$ cat src/rtl/miyajiro_boot_pkg.sv
// Shared definitions for the MIYAJIRO boot loader and its host-side model.
package miyajiro_boot_pkg;

  localparam logic [7:0] SYNC_BYTE_DEF  = 8'h99;
  localparam logic [7:0] READY_BYTE_DEF = 8'hAA;

  typedef enum logic [2:0] {
    SEND_SYNC,
    RECV_SIZE,
    RECV_PROG,
    SEND_READY,
    DONE,
    ERROR
  } boot_state_t;

endpackage

$ cat src/rtl/uart_tx_sender.sv
// Issues one byte to UART_TX per request, respecting tx_busy and its one-cycle lag.
// Handshake: send_req is held with send_data until accepted=1; accepted is combinational
// and true in the cycle the byte is taken, tx_start pulses in the following cycle.
module uart_tx_sender (
  input  logic       clk,
  input  logic       reset_n,
  input  logic       send_req,
  input  logic [7:0] send_data,
  input  logic       tx_busy,
  output logic       accepted,
  output logic       tx_start,
  output logic [7:0] tx_sdata
);

  logic       tx_start_q, tx_start_d;
  logic       guard_q, guard_d;
  logic [7:0] tx_sdata_q, tx_sdata_d;

  // tx_busy only rises the cycle after tx_start, so block that cycle and the next.
  always_comb begin
    accepted   = send_req && !tx_busy && !tx_start_q && !guard_q;
    tx_start_d = accepted;
    guard_d    = tx_start_q;
    tx_sdata_d = accepted ? send_data : tx_sdata_q;
  end

  always_ff @(posedge clk) begin
    if (!reset_n) begin
      tx_start_q <= 1'b0;
      guard_q    <= 1'b0;
      tx_sdata_q <= 8'h00;
    end else begin
      tx_start_q <= tx_start_d;
      guard_q    <= guard_d;
      tx_sdata_q <= tx_sdata_d;
    end
  end

  assign tx_start = tx_start_q;
  assign tx_sdata = tx_sdata_q;

endmodule

$ cat src/rtl/uart_program_loader.sv
// Boot loader: sync handshake, 4-byte little-endian size, program bytes packed into
// 32-bit imem words, then ready byte and boot_done.
module uart_program_loader
  import miyajiro_boot_pkg::*;
#(
  parameter int         IMEM_ADDR_WIDTH = 14,
  parameter logic [7:0] SYNC_BYTE       = SYNC_BYTE_DEF,
  parameter logic [7:0] READY_BYTE      = READY_BYTE_DEF
) (
  input  logic                       clk,
  input  logic                       reset_n,
  input  logic [7:0]                 rx_rdata,
  input  logic                       rx_rdata_ready,
  input  logic                       rx_ferr,
  output logic [7:0]                 tx_sdata,
  output logic                       tx_start,
  input  logic                       tx_busy,
  output logic                       imem_we,
  output logic [IMEM_ADDR_WIDTH-1:0] imem_addr,
  output logic [31:0]                imem_wdata,
  output logic [31:0]                program_size,
  output logic                       boot_done,
  output logic                       boot_err,
  output logic [2:0]                 dbg_state
);

  localparam logic [32:0] CAP_BYTES = 33'(4) << IMEM_ADDR_WIDTH;

  boot_state_t                state_q, state_d;
  logic [31:0]                cnt_q, cnt_d;
  logic [31:0]                size_q, size_d;
  logic [31:0]                word_q, word_d;
  logic                       imem_we_q, imem_we_d;
  logic [IMEM_ADDR_WIDTH-1:0] imem_addr_q, imem_addr_d;
  logic [31:0]                imem_wdata_q, imem_wdata_d;
  logic                       boot_done_q, boot_done_d;
  logic                       boot_err_q, boot_err_d;

  logic        send_req, accepted;
  logic [7:0]  send_byte;
  logic [31:0] new_size, cnt_inc, merged;

  uart_tx_sender u_tx_sender (
    .clk       (clk),
    .reset_n   (reset_n),
    .send_req  (send_req),
    .send_data (send_byte),
    .tx_busy   (tx_busy),
    .accepted  (accepted),
    .tx_start  (tx_start),
    .tx_sdata  (tx_sdata)
  );

  always_comb begin
    state_d      = state_q;
    cnt_d        = cnt_q;
    size_d       = size_q;
    word_d       = word_q;
    imem_we_d    = 1'b0;
    imem_addr_d  = imem_addr_q;
    imem_wdata_d = imem_wdata_q;
    boot_done_d  = boot_done_q;
    send_req     = 1'b0;
    send_byte    = SYNC_BYTE;
    new_size     = {rx_rdata, size_q[31:8]};
    cnt_inc      = cnt_q + 32'd1;
    merged       = word_q;
    case (cnt_q[1:0])
      2'd0:    merged[7:0]   = rx_rdata;
      2'd1:    merged[15:8]  = rx_rdata;
      2'd2:    merged[23:16] = rx_rdata;
      default: merged[31:24] = rx_rdata;
    endcase

    case (state_q)
      SEND_SYNC: begin
        send_req  = 1'b1;
        send_byte = SYNC_BYTE;
        if (accepted) state_d = RECV_SIZE;
      end
      RECV_SIZE: begin
        if (rx_rdata_ready) begin
          if (rx_ferr) begin
            state_d = ERROR;
          end else begin
            size_d = new_size;
            cnt_d  = cnt_inc;
            if (cnt_q == 32'd3) begin
              cnt_d = 32'd0;
              if ({1'b0, new_size} > CAP_BYTES) state_d = ERROR;
              else if (new_size == 32'd0)       state_d = SEND_READY;
              else                              state_d = RECV_PROG;
            end
          end
        end
      end
      RECV_PROG: begin
        if (rx_rdata_ready) begin
          if (rx_ferr) begin
            state_d = ERROR;
          end else begin
            cnt_d  = cnt_inc;
            word_d = merged;
            // A short final word goes out with its unused upper bytes still zero.
            if (cnt_q[1:0] == 2'd3 || cnt_inc == size_q) begin
              imem_we_d    = 1'b1;
              imem_addr_d  = cnt_q[IMEM_ADDR_WIDTH+1:2];
              imem_wdata_d = merged;
              word_d       = 32'd0;
            end
            if (cnt_inc == size_q) state_d = SEND_READY;
          end
        end
      end
      SEND_READY: begin
        send_req  = 1'b1;
        send_byte = READY_BYTE;
        if (accepted) state_d = DONE;
      end
      DONE:    boot_done_d = 1'b1;
      ERROR:   ;
      default: state_d = ERROR;
    endcase

    boot_err_d = boot_err_q || (state_d == ERROR);
  end

  always_ff @(posedge clk) begin
    if (!reset_n) begin
      state_q      <= SEND_SYNC;
      cnt_q        <= 32'd0;
      size_q       <= 32'd0;
      word_q       <= 32'd0;
      imem_we_q    <= 1'b0;
      imem_addr_q  <= '0;
      imem_wdata_q <= 32'd0;
      boot_done_q  <= 1'b0;
      boot_err_q   <= 1'b0;
    end else begin
      state_q      <= state_d;
      cnt_q        <= cnt_d;
      size_q       <= size_d;
      word_q       <= word_d;
      imem_we_q    <= imem_we_d;
      imem_addr_q  <= imem_addr_d;
      imem_wdata_q <= imem_wdata_d;
      boot_done_q  <= boot_done_d;
      boot_err_q   <= boot_err_d;
    end
  end

  assign imem_we      = imem_we_q;
  assign imem_addr    = imem_addr_q;
  assign imem_wdata   = imem_wdata_q;
  assign program_size = size_q;
  assign boot_done    = boot_done_q;
  assign boot_err     = boot_err_q;
  assign dbg_state    = state_q;

endmodule

$ cat config.mk
export PLATFORM = sky130hd
export DESIGN_NAME = uart_program_loader
export DESIGN_NICKNAME = d
export VERILOG_FILES = /design/src/rtl/miyajiro_boot_pkg.sv /design/src/rtl/uart_tx_sender.sv /design/src/rtl/uart_program_loader.sv
export SDC_FILE = /design/constraint.sdc
export NUM_CORES = 1
export LEC_CHECK = 0
export BUFFER_PORTS_ARGS = -buffer_cell sky130_fd_sc_hd__buf_4
export CORE_ASPECT_RATIO = 1.25
export CORE_UTILIZATION = 37
export DETAILED_ROUTE_END_ITERATION = 8
export PLACE_DENSITY = 0.6
export RECOVER_POWER = 50
export SLEW_MARGIN = 20
export SYNTH_ARGS = -nofsm -noshare
export SYNTH_HDL_FRONTEND = slang
export SYNTH_HIERARCHICAL = 1
export SYNTH_SLANG_ARGS = --single-unit
export TNS_END_PERCENT = 1
$ cat constraint.sdc
create_clock -name clk -period 3.9 [get_ports clk]
set_clock_uncertainty 0.15 [all_clocks]
set_input_delay 0.975 -clock clk [delete_from_list [all_inputs] [get_ports clk]]
set_output_delay 0.975 -clock clk [all_outputs]
set_load 0.01 [all_outputs]
==> results.txt <==
Slew headroom - -1.61%
CP arrival - 3.78 ns
EDFF count, synth - 0
CP cell instances - nand4_2 > or4_4 > nor3_1 > xnor2_1 > nand2_1 > nor4_4 > a41o_4 > buf_12 > a21oi_1 > a211oi_1
sequential fraction of the synthesis area - 37.6%
slowest cell delay on critical path - 0.56 ns
n_diodes - 0
initial antenna violation count - 0
clk sink count - 158
synth top area cells - dfxtp_1 (38%), nand2_1 (5.8%), a21oi_1 (5.5%)
Die Y - 171 um
H-tree depth - 4
area grow syn2layout - 15.0%
die width - 137 um
multi-input combinational cell area - 4700 um^2
worst path required time - 4.09 ns
final wirelength - 25900 um
Filler cells - 2311
FF/Latch Area - 3160 um^2
IO Pins - 106
full die area - 23400 um^2
Root Buffer - clkbuf_16
area leader, netlist - dfxtp_1
Synth top area share - 37.6%
FP Rows - 61
Hold WC Path Type - reg -> reg
cell count after synthesis - 967
Num CTS Buffers - 17
Pleak - 3.30 nW
first-pass GRT wire length - 40100 um
Clk pin slew, worst setup/hold paths - 0.07 ns
largest net degree at the start of global routing - 54
DP HPWL - 18600 um
placer congestion estimate - 0.952
GRT Total Usage - 22.5%
max cap viols - 1
failing checks - capacitance limit, slew limit
CTS tree - done
1st-iter DRT viols - 550
WP buf/inv - 1
Gates resized, CTS repair - 0
Tot Pwr - 0.00345 W
grt ovf - 0
Clk Latency, worst-skew pair - 0.44 ns
Final Max Slew Viols - 43
placed insts - 1323
Yosys warning count - 6
fmax - 0.279 GHz
RSZ-0062 raised after global routing - false
vias in the first global route - 7122
Post-Syn Area per Cell - 8.71 um^2
Initial Utilization - 37.8%
final setup fails - 0
Cell Area, Synth - 8420 um^2
Final Hold Fails - 0
share of cells above drive strength 1 - 16.8%
worst-margin pin slew - 1.52 ns
drc violations - 0
Worst path slowest cell - dfxtp_1
Final Cell Area - 9690 um^2
ys flop type - dfxtp_1
final core occ - 43.5%
Sum Neg Setup Slack - 0 ns
Clock Path Buffers - 2
Initial DRT Pass Iterations - 5
hold-fix buffers at CTS - 0
Worst VDD drop - 307 uV
NumNets Final - 1076
Synth Register Bits - 158
Final Cycle Share - 91.9%
CP delay by family, top - simple AND/OR/NAND/NOR gates
DR vias/cell - 5.63
worst setup path category - reg -> reg
Core Area - 22300 um^2
Routed wire per std cell - 19.1 um
remaining antenna violation count after routing - 0
Post-synth ARST share - 0%
post-CTS setup repair buffer count - 0
Critical Path Fanout Max - 32
Area after DPL - 9480 um^2
status - finished, violations left
Tmin final - 3.58 ns
Worst Setup End Kind - register
pwr dens - 357 nW/um^2
vias post-DR - 7626
CP Launch Type - register
IO Port Bufs - 105
final std cells w/o fill - 1355
count of cell types in the netlist - 73
synth_stat cells (22+ instances only):
cell type / number
a21oi_1: 93
a211oi_2: 26
mux2i_1: 42
and2_1: 22
nor3_1: 28
a32o_1: 25
dfxtp_1: 158
nor4_1: 22
o21ai_0: 41
a21oi_2: 26
clkbuf_1: 35
nand3_1: 27
nand2_1: 131
nor2_1: 58
xnor2_1: 25
logic make-up (layout without fill, tap and decap cells):
logic type	after synthesis	in the layout	synth area share, %
other	2	4	0.0892
XOR/XNOR	45	45	4.68
multiplexers	45	45	5.42
AND/OR/NAND/NOR	361	361	22.6
adder cells (fa/ha/maj)	4	4	0.594
flip-flops	158	158	37.6
AO/OA/AOI/OAI	258	258	22.4
buffers and inverters	94	197	6.68
flip-flops by register name, indices dropped and copies added, names as in the netlist:
| signal | flops |
|---|---|
| imem_addr | 14 |
| boot_done | 1 |
| boot_err | 1 |
| program_size | 32 |
| imem_wdata | 32 |
| cnt_q | 32 |
| imem_we | 1 |
| u_tx_sender/guard_q | 1 |
| word_q | 32 |
| u_tx_sender/tx_start | 1 |
| dbg_state | 3 |
| u_tx_sender/tx_sdata | 8 |
report_power, final:
part           switching [W]  internal, W  total [W]
sequential         0.0000185      0.00163    0.00165
combinational       0.000164    0.0000787   0.000243
clock               0.000710     0.000852    0.00156
total               0.000893      0.00256    0.00345
through the flow:
stage          setup WS (ns)  hold WS [ns]
6_report               0.318         0.309
5_1_grt              0.00848         0.328
4_1_cts                0.319         0.312
3_5_place_dp           0.346         0.294
3_3_place_gp           0.395         0.291
2_1_floorplan          0.635         0.279
cell type report:
| type | instances | share of cell area (%) |
|---|---|---|
| inverters | 8 | 0.310 |
| clock buffers | 21 | 4.75 |
| well taps | 283 | 3.66 |
| repair buffers | 157 | 9.26 |
| multi-input cells | 717 | 48.5 |
| clock inverters | 11 | 0.891 |
| flip-flops and latches | 158 | 32.7 |
tightest hold or removal path, cell delays in order, from the launching register on:
cell and delay (ns):
dfxtp_1 0.31, nand2_1 0.05, mux2i_1 0.05
metal layers:
| layer | track usage [%] | wire [um] |
|---|---|---|
| met4 | 8.07 | 699 |
| met1 | 27.0 | 10800 |
| met2 | 39.3 | 13200 |
| met3 | 4.27 | 1260 |
| met5 | 0 | 0 |
final timing paths:
path	startpoint	cells after the start	slack [ns]	to
worst max-delay path	cnt_q[15]	10	0.32	imem_wdata[26]
worst min-delay path	u_tx_sender/tx_sdata[7]	2	0.31	u_tx_sender/tx_sdata[7]
worst max register to register	cnt_q[15]	10	0.32	imem_wdata[26]
worst min register to register	u_tx_sender/tx_sdata[7]	2	0.31	u_tx_sender/tx_sdata[7]
cells in the final DEF (no fill, tap or decap), types with 3 or more instances in the layout:
master	n
dfxtp_1	158
nand2_1	131
a21oi_1	93
clkbuf_1	87
buf_4	68
nor2_1	58
mux2i_1	42
o21ai_0	41
nor3_1	28
nand3_1	27
a211oi_2	26
a21oi_2	26
xnor2_1	25
a32o_1	25
nor4_1	22
and2_1	21
xor2_1	20
clkbuf_16	17
nand4_1	15
and3_1	9
or3_1	8
a31oi_1	8
a211oi_1	8
inv_1	8
a311oi_1	7
nand2b_1	7
clkinv_4	6
nor4_4	4
ha_1	4
conb_1	4
nor2b_1	3
and4_1	3
nand4_2	3
buf_12	3
Note: power is estimated with default switching activity, not from simulation.
